--- config.mk ---
export PLATFORM = sky130hd
export DESIGN_NAME = decode_queue
export DESIGN_NICKNAME = d
export VERILOG_FILES = /design/src/rtl/decode_queue.sv
export SDC_FILE = /design/constraint.sdc
export NUM_CORES = 1
export LEC_CHECK = 0
export CAP_MARGIN = 20
export CORE_MARGIN = 8
export CORE_UTILIZATION = 50
export CTS_CLUSTER_DIAMETER = 200
export DETAILED_ROUTE_END_ITERATION = 10
export GPL_TIMING_DRIVEN = 0
export HOLD_SLACK_MARGIN = 0.03
export PLACE_DENSITY = 0.82
export RECOVER_POWER = 50
export SLEW_MARGIN = 0
export SYNTH_ARGS = -nofsm -noshare
export SYNTH_HDL_FRONTEND = slang
export SYNTH_SLANG_ARGS = --single-unit
--- constraint.sdc ---
create_clock -name clk -period 4.4 [get_ports clk]
set_clock_uncertainty 0.1 [all_clocks]
set_input_delay 0.88 -clock clk [delete_from_list [all_inputs] [get_ports clk]]
set_output_delay 0.88 -clock clk [all_outputs]
set_load 0.05 [all_outputs]
--- src/rtl/decode_queue.sv ---
// Multi-lane decode queue: buffers fetched instructions in a circular queue and emits
// registered decoded bundles of up to WIDTH lanes, ending each bundle at the first branch.
module decode_queue #(
    parameter int WIDTH = 2,
    parameter int DEPTH = 4,
    parameter int OP_W  = 3,
    parameter int RF_W  = 2,
    parameter int IMM_W = 4,
    parameter int PC_W  = 4,
    localparam int INST_LEN = OP_W + RF_W + IMM_W + RF_W
) (
    input  logic                      clk,
    input  logic                      rst,
    input  logic                      flush,
    input  logic [WIDTH-1:0]          in_valid,
    input  logic [WIDTH*INST_LEN-1:0] in_inst,
    input  logic [WIDTH*PC_W-1:0]     in_pc,
    output logic                      in_ready,
    output logic [WIDTH-1:0]          out_valid,
    input  logic                      out_ready,
    output logic [WIDTH*PC_W-1:0]     out_pc,
    output logic [WIDTH*OP_W-1:0]     out_opcode,
    output logic [WIDTH*IMM_W-1:0]    out_rs1_imm,
    output logic [WIDTH*RF_W-1:0]     out_rs1,
    output logic [WIDTH*PC_W-1:0]     out_br_offset,
    output logic [WIDTH*RF_W-1:0]     out_rs2,
    output logic [WIDTH*RF_W-1:0]     out_rd,
    output logic [WIDTH-1:0]          out_wen,
    output logic [WIDTH-1:0]          out_rd_use_exe,
    output logic [WIDTH-1:0]          out_mem_valid,
    output logic [WIDTH-1:0]          out_mem_rdwt,
    output logic [WIDTH-1:0]          out_is_br,
    output logic [WIDTH-1:0]          out_illegal
);

    localparam int PTR_W  = (DEPTH > 1) ? $clog2(DEPTH) : 1;
    localparam int CNT_W  = $clog2(DEPTH + 1);
    localparam int LANE_W = $clog2(WIDTH + 1);

    localparam logic [OP_W-1:0] OP_LI  = OP_W'(1);
    localparam logic [OP_W-1:0] OP_ADD = OP_W'(2);
    localparam logic [OP_W-1:0] OP_MUL = OP_W'(3);
    localparam logic [OP_W-1:0] OP_LD  = OP_W'(4);
    localparam logic [OP_W-1:0] OP_ST  = OP_W'(5);
    localparam logic [OP_W-1:0] OP_BR  = OP_W'(6);
    localparam logic [OP_W-1:0] OP_ILL = OP_W'(7);

    logic [INST_LEN-1:0] q_inst [DEPTH];
    logic [PC_W-1:0]     q_pc   [DEPTH];
    logic [PTR_W-1:0]    head, tail;
    logic [CNT_W-1:0]    count;

    logic                push, load, stop;
    logic [LANE_W-1:0]   pushed, popped;
    logic [WIDTH-1:0]    wr_en, take;
    logic [PTR_W-1:0]    wr_idx [WIDTH];
    int                  avail;

    logic [INST_LEN-1:0] c_inst    [WIDTH];
    logic [PC_W-1:0]     c_pc      [WIDTH];
    logic [OP_W-1:0]     c_opcode  [WIDTH];
    logic [RF_W-1:0]     c_rd      [WIDTH];
    logic [IMM_W-1:0]    c_rs1_imm [WIDTH];
    logic [RF_W-1:0]     c_rs2     [WIDTH];
    logic [WIDTH-1:0]    c_wen, c_use_exe, c_mem_valid, c_mem_rdwt, c_is_br, c_illegal;

    function automatic logic [PTR_W-1:0] wrap(input int base, input int offset);
        return PTR_W'((base + offset) % DEPTH);
    endfunction

    assign in_ready = (int'(count) + WIDTH) <= DEPTH;
    assign load     = !out_valid[0] || out_ready;

    // Valid input lanes are packed into consecutive slots starting at tail.
    always_comb begin
        push   = in_ready && (|in_valid) && !flush;
        pushed = '0;
        for (int i = 0; i < WIDTH; i++) begin
            wr_en[i]  = 1'b0;
            wr_idx[i] = wrap(int'(tail), int'(pushed));
            if (push && in_valid[i]) begin
                wr_en[i] = 1'b1;
                pushed   = pushed + LANE_W'(1);
            end
        end
    end

    always_comb begin
        for (int j = 0; j < WIDTH; j++) begin
            c_inst[j]      = q_inst[wrap(int'(head), j)];
            c_pc[j]        = q_pc[wrap(int'(head), j)];
            c_opcode[j]    = c_inst[j][RF_W+IMM_W+RF_W +: OP_W];
            c_rd[j]        = c_inst[j][RF_W+IMM_W +: RF_W];
            c_rs1_imm[j]   = c_inst[j][RF_W +: IMM_W];
            c_rs2[j]       = c_inst[j][0 +: RF_W];
            c_illegal[j]   = c_opcode[j] >= OP_ILL;
            c_wen[j]       = !c_illegal[j] && (c_opcode[j] == OP_LI || c_opcode[j] == OP_ADD ||
                                               c_opcode[j] == OP_MUL || c_opcode[j] == OP_LD);
            c_use_exe[j]   = c_opcode[j] == OP_LI || c_opcode[j] == OP_ADD || c_opcode[j] == OP_MUL;
            c_mem_valid[j] = !c_illegal[j] && (c_opcode[j] == OP_LD || c_opcode[j] == OP_ST);
            c_mem_rdwt[j]  = c_opcode[j] == OP_LD;
            c_is_br[j]     = !c_illegal[j] && c_opcode[j] == OP_BR;
        end
    end

    // Take head entries in order, stopping after the first branch so it ends the bundle.
    always_comb begin
        avail  = (int'(count) < WIDTH) ? int'(count) : WIDTH;
        popped = '0;
        stop   = 1'b0;
        take   = '0;
        for (int j = 0; j < WIDTH; j++) begin
            if (load && !flush && !stop && j < avail) begin
                take[j] = 1'b1;
                popped  = popped + LANE_W'(1);
                stop    = c_is_br[j];
            end
        end
    end

    always_ff @(posedge clk or posedge rst) begin
        if (rst) begin
            head  <= '0;
            tail  <= '0;
            count <= '0;
        end else if (flush) begin
            head  <= '0;
            tail  <= '0;
            count <= '0;
        end else begin
            head  <= wrap(int'(head), int'(popped));
            tail  <= wrap(int'(tail), int'(pushed));
            count <= count + CNT_W'(pushed) - CNT_W'(popped);
        end
    end

    always_ff @(posedge clk) begin
        for (int i = 0; i < WIDTH; i++) begin
            if (wr_en[i]) begin
                q_inst[wr_idx[i]] <= in_inst[i*INST_LEN +: INST_LEN];
                q_pc[wr_idx[i]]   <= in_pc[i*PC_W +: PC_W];
            end
        end
    end

    always_ff @(posedge clk or posedge rst) begin
        if (rst) begin
            out_valid      <= '0;
            out_pc         <= '0;
            out_opcode     <= '0;
            out_rs1_imm    <= '0;
            out_rs1        <= '0;
            out_br_offset  <= '0;
            out_rs2        <= '0;
            out_rd         <= '0;
            out_wen        <= '0;
            out_rd_use_exe <= '0;
            out_mem_valid  <= '0;
            out_mem_rdwt   <= '0;
            out_is_br      <= '0;
            out_illegal    <= '0;
        end else if (flush) begin
            out_valid <= '0;
        end else if (load) begin
            out_valid <= take;
            for (int j = 0; j < WIDTH; j++) begin
                out_pc[j*PC_W +: PC_W]         <= take[j] ? c_pc[j] : '0;
                out_opcode[j*OP_W +: OP_W]     <= take[j] ? c_opcode[j] : '0;
                out_rs1_imm[j*IMM_W +: IMM_W]  <= take[j] ? c_rs1_imm[j] : '0;
                out_rs1[j*RF_W +: RF_W]        <= take[j] ? c_rs1_imm[j][RF_W-1:0] : '0;
                out_br_offset[j*PC_W +: PC_W]  <= take[j] ? c_rs1_imm[j][PC_W-1:0] : '0;
                out_rs2[j*RF_W +: RF_W]        <= take[j] ? c_rs2[j] : '0;
                out_rd[j*RF_W +: RF_W]         <= take[j] ? c_rd[j] : '0;
                out_wen[j]                     <= take[j] & c_wen[j];
                out_rd_use_exe[j]              <= take[j] & c_use_exe[j];
                out_mem_valid[j]               <= take[j] & c_mem_valid[j];
                out_mem_rdwt[j]                <= take[j] & c_mem_rdwt[j];
                out_is_br[j]                   <= take[j] & c_is_br[j];
                out_illegal[j]                 <= take[j] & c_illegal[j];
            end
        end
    end

endmodule

### Yosys cells after proc, flatten, opt, wreduce, memory -nomap -nowiden

Memory sizes are Yosys's and may differ from the RTL's.
Index checks and enable logic that the tools add are counted.
Widths: inputs -> output; s select.

* bits in writable memories: 60
* memories: 2
* word-level logic and storage cells: 120
* register bits: 55

Memory list
* q_inst: depth 4, width 11, read ports 2, clocked after Yosys merged registers in 0, wr ports 2, RTL line 48 `logic [INST_LEN-1:0] q_inst [DEPTH];`
* q_pc: depth 4, width 4, read ports 2, clocked after Yosys merged registers in 0, wr ports 2, RTL line 49 `logic [PC_W-1:0] q_pc [DEPTH];`

* muxes and demuxes: 31
* $add $sub $neg: 9
* bitwise logic cells: 13
* magnitude comparators: 6
* equality and inequality tests: 12
* reduce and logical (&&, ||, !) cells: 31

Operators by type and width (count)
* $mux 2: 12
* $eq 3x3->1 const B: 6
* $mux 4: 4
* $logic_and 1x1->1: 14
* $and 1x1->1: 12
* $eq 3x2->1 const B: 4
* $mux 3: 4
* $mux 1: 11
* $logic_or 1x1->1: 9
* $add 2x1->2 const B: 3
* $add 2x2->2: 3
* $eq 3x1->1 const B: 2
* $ge 3x3->1 const B: 2
* $lt 1x3->1 const A: 2
* $logic_not 1->1: 5
* $add 3x2->4 const B: 1
* $le 4x3->1 const B: 1
* $add 3x2->3: 1
* $lt 3x2->1 const B: 1
* $sub 3x2->3: 1
* $reduce_and 2->1: 1
* $reduce_bool 2->1: 1
* $reduce_or 2->1: 1
* $not 1->1: 1

### Depth between registers and ports, before layout

Gate-level depths: netlist (run 1).

* depth in word-level cells: 11
* mapped depth: 15
* depth with buffers taken out: 14

### Worst setup path before layout (run 1)

Ideal clock, no wire load.

* path kind: input to register
* from: input port flush
* to: register count[2]
* arrival: 3.383 ns
* slack: 0.784 ns
* cell stages on the path: 11
* library setup time: 0.133 ns
* cell sequence: clkbuf_1 nor3_2 clkbuf_1 ha_1 inv_1 fa_1 inv_1 fa_1 xor2_1 xnor2_1 nor2_1

* word-level cells in the longest chain between the ends: 10
* elaborated cells on any way between the ends: 19
* classes of those cells: add/sub: 4; mux: 6; reduce/logical: 9

Ends and longest elaborated chain
* from (decl): RTL line 14 `input logic flush,`
* branches (longest 9 deep; another with $add 3x2->3)
* $mux 3 *: RTL line 126 `end else if (flush) begin`
* to (signal assigned): RTL line 133 `count <= count + CNT_W'(pushed) - CNT_W'(popped);`
* to (decl): RTL line 51 `logic [CNT_W-1:0] count;`

Every way passes the cells marked *.
A chain may end at the register's enable or synchronous reset.

### Worst setup path after layout (run 1)

Ends and elaborated chain as after synthesis.

==> impl_metrics.yaml, run 1 <==
cts:
  cts_buffers: 9
  cts_root_buffer: "clkbuf_16"
  post-cts-setup-buffer-count: 0
  h-tree-depth: 3
  cts_num_sinks: 111
  clk_pin_slew_ns: 0.07
  clk_latency_ns: 0.34
  cts_tree: "done"
  cts_buffer_depth: 2
worst_setup_path:
  worstPathRequired_ns: 4.51
  crit_buf_inv: 5
  cp_slowest_cell: "fa_1"
  reg2reg_depth: 13
  crit_fanout: 10
  timing.rr.start: "head[0]"
  crit_family: "buffers and inverters"
  slowest_delay_ns: 0.51
  critPathLaunch: "flush"
  critPathKind: "in2reg"
  cp-end-kind: "flip-flop"
  cp-start-kind: "input pin"
  arrival_ns: 4.31
  cp_cell_sequence: "clkdlybuf4s50_1, clkbuf_1, nor3_4, clkbuf_2, ha_1, inv_1, fa_1, inv_1, fa_1, xor2_1, xnor2_1, nor2_1"
  cp.depth: 12
timing:
  slew_headroom_pct: -31.5
  setup_viol: 0
  rsz0062_at_grt: "no"
  worst_slew_pin_slew_ns: 1.97
  finalHoldViolCount: 0
  post-route-period-util_pct: 95.3
  period_needed_ns: 4.19
  drv_slew: 40
  clock.fmax_mhz: 238
  fin_ws_ns: 0.206
floorplan:
  io_pins: 93
  dieHeight_um: 122
  rows: 38
  die_w_um: 122
  core_um2: 10900
  start_util_pct: 51.5
  die_area_um2: 14900
grt:
  grt_pass1_vias: 3745
  grt-ovfl-total: 0
  grt_max_degree: 40
  grt_usage_pct: 18.6
  grt_pass1_wl_um: 20800
  antenna_found_initial: 0
place:
  dp_slack_ns: -0.634
  dp_cells: 591
  io_buffers: 92
  gp_congestion: 0.772
  hpwlAfterDp_um: 9760
power_and_ir_drop:
  swShare_pct: 41.5
  power.switching_mw: 2.01
  power.density_nw_per_um2: 684
  vdd_ir_drop_max_mv: 0.482
  clockPowerShare_pct: 16.8
  intPower_mw: 2.83
  p_leak_nw: 2.91
  pwr-share-seq_pct: 32.7
  p_comb_share_pct: 50.4
synth:
  synth_cell_types: 43
  ys_seq_area_share_pct: 54.6
  synth_area_um2: 5630
  synth_top_area_share_pct: 32.0
  synth.area.top_cells: "edfxtp_1 32%, dfrtp_1 23%, mux2_2 11%"
  async_reset_ff_share_pct: 45.9
  syn_avg_cell_area_um2: 15.8
  syn-num-nets: 404
  synth-main-ff-cell: "edfxtp_1"
  netlist_instances: 356
  synth-seq-cells: 111
  synth_warnings: 0
  yosysTopAreaCell: "edfxtp_1"
  synth-edff-count: 60
cells_and_area:
  area_delta_synth_final_pct: 25.6
  antenna_cells: 0
  layoutNonFillerInstCount: 607
  layout-drive-gt1-share_pct: 28.3
  fin_nets: 510
  fill_cells: 794
drt:
  dr.pass1.iters: 5
  drt-initial-drc-count: 218
  post_drt_wl_per_cell_um: 22.0
  vias_per_cell: 5.82
  dr_total_vias: 3533
  route.detailed.drc: 0
  ant_nets: 0
  totalWireLength_um: 13400
worst_hold_path:
  hp-class: "reg2reg"
  hold_depth: 2
  hp-start: "out_illegal[0]"
run_status:
  run_status: "complete, but fails checks"
  violations: "max-capacitance violations, max-slew violations"
run:
  max_cap_viol_count: 1
-- sequential cells by signal, summed over array words and instances, names as in the netlist, 3 cells and up --
signal	flops
out_rs1_imm	8
out_pc	8
count	3
q_pc	16
out_rs2	4
out_opcode	6
out_rd	4
q_inst	44
-- power by group through the flow --
stage	registers [mW]	logic, mW	clock network [mW]
after floorplan	2.11	1.22	0
after global placement	1.59	2.46	0
after detailed placement	1.61	2.53	0
after CTS	1.59	2.55	0.827
after global routing	1.62	2.59	0.865
final	1.58	2.44	0.815
-- timing repair --
item,4_1_cts,5_1_grt
hold buffers,0,0
resized for setup,2,0
setup endpoints to repair,2,0
-- through the flow --
stage / utilization (%) / instance area, µm² / TNS, ns / total power [mW] / hold slack (ns)
6_report: 64.7 / 7080 / 0 / 4.84 / 0.378
3_3_place_gp: 61.5 / 6730 / -8.46 / 4.05 / 0.360
4_1_cts: 65.0 / 7110 / 0 / 4.97 / 0.388
2_1_floorplan: - / 5630 / 0 / 3.34 / 0.493
5_1_grt: 64.7 / 7080 / 0 / 5.07 / 0.408
3_5_place_dp: 62.1 / 6800 / -1.06 / 4.14 / 0.369
-- placed cells by master (no fill, tap or decap), types with 2 or more instances in the layout --
cell,n
a21o_1,2
a22o_1,31
a32o_1,6
and3_1,2
buf_2,4
buf_4,16
buf_6,4
buf_8,2
clkbuf_1,9
clkbuf_16,10
clkbuf_8,3
clkdlybuf4s50_1,38
clkinv_2,2
dfrtp_1,51
dlygate4sd3_1,54
edfxtp_1,60
fa_1,2
ha_1,10
inv_1,14
mux2_1,7
mux2_2,53
mux4_1,5
mux4_2,25
nand2_1,9
nand2b_1,3
nor2_1,7
nor2_2,2
nor2b_1,4
o21ai_0,2
o21ai_2,2
o21bai_2,2
xnor2_1,6
xor2_1,3
-- tightest hold or removal path, cell delays in order, from the launching register on --
cell and delay [ns]:
dfrtp_1 0.34, nand2_1 0.04, o21ai_0 0.06
-- cell usage after synthesis (2+ instances only) --
master,number
edfxtp_1,60
mux2_2,53
dfrtp_1,51
a22o_1,31
mux4_2,25
buf_4,16
inv_1,14
ha_1,10
nand2_1,9
clkbuf_1,7
mux2_1,7
nor2_1,7
a32o_1,6
xnor2_1,6
mux4_1,5
buf_2,4
buf_6,4
nor2b_1,4
o21ai_0,4
nand2b_1,3
xor2_1,3
a21o_1,2
and3_1,2
fa_1,2
nor2_2,2
o21bai_1,2
-- cells by family (layout without fill, tap and decap cells) --
family	after synthesis	in the layout	share of synthesized area, %
adders and majority gates	12	12	2.93
AOI/OAI and AO/OA	50	50	7.51
muxes	90	90	24.3
and+or+nand+nor	37	37	3.91
xor gates and xnor gates	9	9	1.40
DFF	111	111	54.6
buffers and inverters	47	158	5.31
-- path summary, 6_finish.rpt --
path,end,slack (ns)
hold reg to reg,out_illegal[0],0.38
min in group asynchronous,out_rs1_imm[0],0.91
setup reg to reg,count[2],0.37
max in group asynchronous,out_valid[0],1.07
hold / removal,out_illegal[0],0.38
setup / recovery,count[2],0.21
-- per-layer routing --
layer  track usage, %  part of all wire [%]
met3             3.56                   7.2
met2             31.8                    51
met1             22.5                    40
met4             7.77                   1.7
met5                0                     0
-- layout make-up --
type | instances | area, µm² | share of cell area, %
plain buffers | 33 | 236 | 3.34
clock buffers | 14 | 295 | 4.17
clock inverters | 2 | 10.0 | 0.141
inverters | 14 | 52.6 | 0.742
multi-input cells | 198 | 2280 | 32.2
flip-flops and latches | 111 | 3080 | 43.5
well taps | 140 | 175 | 2.47
repair buffers | 95 | 955 | 13.5
Power figures use the tool's default switching activity.
==> inputs of run 2 (changes only) <==
--- a/config.mk
+++ b/config.mk
@@ -5,7 +5,7 @@
 export SDC_FILE = /design/constraint.sdc
 export NUM_CORES = 1
 export LEC_CHECK = 0
-export CAP_MARGIN = 20
+export CORE_ASPECT_RATIO = 1.5
 export CORE_MARGIN = 8
 export CORE_UTILIZATION = 50
 export CTS_CLUSTER_DIAMETER = 200
==> constraint.sdc (replaced) <==
create_clock -name clk -period 4.7 [get_ports clk]
set_clock_uncertainty 0.1 [all_clocks]
set_input_delay 0.94 -clock clk [delete_from_list [all_inputs] [get_ports clk]]
set_output_delay 0.94 -clock clk [all_outputs]
set_load 0.05 [all_outputs]
==> impl_metrics.yaml, run 2 (synthesis gave the netlist of run 1 again) <==
run_status:
  run_status: "complete, but fails checks"
  violations: "max-capacitance violations, max-slew violations"
cells_and_area:
  fill_cells: 807
  largest_reg_flops: 44
  mostFrequentLayoutCell: "edfxtp_1"
  layout-drive-gt1-share_pct: 28.4
  final_cell_mix: "60 x edfxtp_1, 54 x dlygate4sd3_1, 53 x mux2_2"
  antenna_cells: 0
  fin_nets: 511
  final_area_um2: 7070
  area_delta_synth_final_pct: 25.4
worst_setup_path:
  crit_fanout: 10
  cp_cell_sequence: "dlygate4sd3_1, clkbuf_1, nor3_4, clkbuf_2, ha_1, inv_1, fa_1, inv_1, fa_1, xor2_1, xnor2_1, nor2_1"
  cp_slowest_cell: "dlygate4sd3_1"
  slowest_delay_ns: 0.62
  ff2ff_setup_slack_ns: 0.61
  cp-end-kind: "flip-flop"
  critPathKind: "in2reg"
  cp-start-kind: "input pin"
  arrival_ns: 4.48
  worstPathRequired_ns: 4.81
grt:
  antenna_found_initial: 0
  grt_usage_pct: 18.6
  grt_pass1_vias: 3897
  grt_pass1_wl_um: 20800
  grt-ovfl-total: 0
  grt_max_degree: 37
place:
  io_buffers: 92
  hpwlAfterDp_um: 10100
  gp_congestion: 0.861
  placed_area_um2: 6810
  dp_slack_ns: -0.338
floorplan:
  core_um2: 11000
  start_util_pct: 51.2
  die_area_um2: 15000
  dieHeight_um: 146
  rows: 47
  die_w_um: 103
  io_pins: 93
cts:
  cts_hold_buf: 0
  cts_num_sinks: 111
  cts_buffers: 9
  cts_root_buffer: "clkbuf_16"
  cts_buffer_depth: 2
  clk_pin_slew_ns: 0.07
  clk_latency_ns: 0.35
  cts_tree: "done"
  h-tree-depth: 3
power_and_ir_drop:
  clockPowerShare_pct: 16.2
  pwr-share-seq_pct: 32.9
  p_leak_nw: 2.89
  swShare_pct: 42.4
  p_comb_share_pct: 50.9
  power.density_nw_per_um2: 637
  vdd_ir_drop_max_mv: 0.244
  power.switching_mw: 1.91
  intPower_mw: 2.59
drt:
  ant_nets: 0
  dr_total_vias: 3570
  drt-initial-drc-count: 179
  route.detailed.drc: 0
  vias_per_cell: 5.80
  post_drt_wl_per_cell_um: 21.6
  dr.pass1.iters: 4
  totalWireLength_um: 13300
timing:
  worst_slew_pin_slew_ns: 1.87
  post-route-period-util_pct: 93.0
  fin_tns_setup_ns: 0
  fin_ws_ns: 0.331
  period_needed_ns: 4.37
  clock.fmax_mhz: 229
  rsz0062_at_grt: "no"
  slew_headroom_pct: -24.5
  setup_viol: 0
  drv_slew: 37
  finalHoldViolCount: 0
worst_hold_path:
  hp-class: "reg2reg"
run:
  max_cap_viol_count: 1
[run 2: cell types whose count changed in the layout (fill, tap and decap cells not counted)]
cell       before  now
buf_6           4    7
buf_8           2    0
clkbuf_1        9    8
clkbuf_16      10    9
clkbuf_8        3    1
clkinv_1        0    1
clkinv_2        2    1
clkinv_4        0    3
inv_6           0    1
[run 2: repair_timing]
action                     CTS  global route
setup buffers                0             0
resized for setup            0             3
setup endpoints to repair    0             1
[run 2: power groups by stage]
stage | combinational (mW) | clock (mW) | sequential (mW)
finish | 2.29 | 0.727 | 1.48
global route | 2.42 | 0.765 | 1.52
CTS | 2.39 | 0.727 | 1.49
detailed placement | 2.38 | 0 | 1.51
global placement | 2.29 | 0 | 1.50
floorplan | 1.14 | 0 | 1.98
[run 2: area by class of cell]
type	instances	area, µm²	share of cell area [%]
Sequential cell	111	3080	43.5
Multi-Input combinational cell	198	2280	32.2
Timing Repair Buffer	96	958	13.6
Clock buffer	10	239	3.38
Buffer	33	236	3.35
Tap cell	147	184	2.60
Inverter	14	52.6	0.743
Clock inverter	6	43.8	0.620
[run 2: worst paths after layout]
check / from / endpoint / cells past startpoint
max: flush / count[2] / 12
max in group asynchronous: rst / count[2] / 3
max reg2reg: head[0] / count[2] / 14
min: out_rd_use_exe[0] / out_rd_use_exe[0] / 2
min in group asynchronous: rst / out_rs1_imm[5] / 2
min reg2reg: out_rd_use_exe[0] / out_rd_use_exe[0] / 2
[run 2: per-stage QoR]
| stage | hold WS, ns | power (mW) | util [%] | instances |
|---|---|---|---|---|
| after global routing | 0.393 | 4.70 | 64.3 | 615 |
| after floorplan | 0.493 | 3.12 | - | 356 |
| after detailed placement | 0.364 | 3.88 | 61.9 | 599 |
| final | 0.368 | 4.50 | 64.3 | 615 |
| after global placement | 0.359 | 3.79 | 61.3 | 595 |
| after CTS | 0.381 | 4.60 | 64.5 | 615 |
[run 2: per-layer routing]
layer / share of wire, % / global-route usage [%] / vias to the layer above / wire, µm
met3: 5.6 / 2.95 / 43 / 738
li1: - / - / 1597 / -
met2: 53 / 32.2 / 130 / 7090
met5: 0 / 0 / - / 0
met4: 4.8 / 12.3 / 0 / 631
met1: 36 / 20.1 / 1800 / 4810
[run 2: critical path, delay by kind of cell]
kind          cells  cell delay (ns)
xor+xnor          2             0.33
fa+ha+maj         3             1.18
simple gates      2             0.56
buf+inv           5             1.45
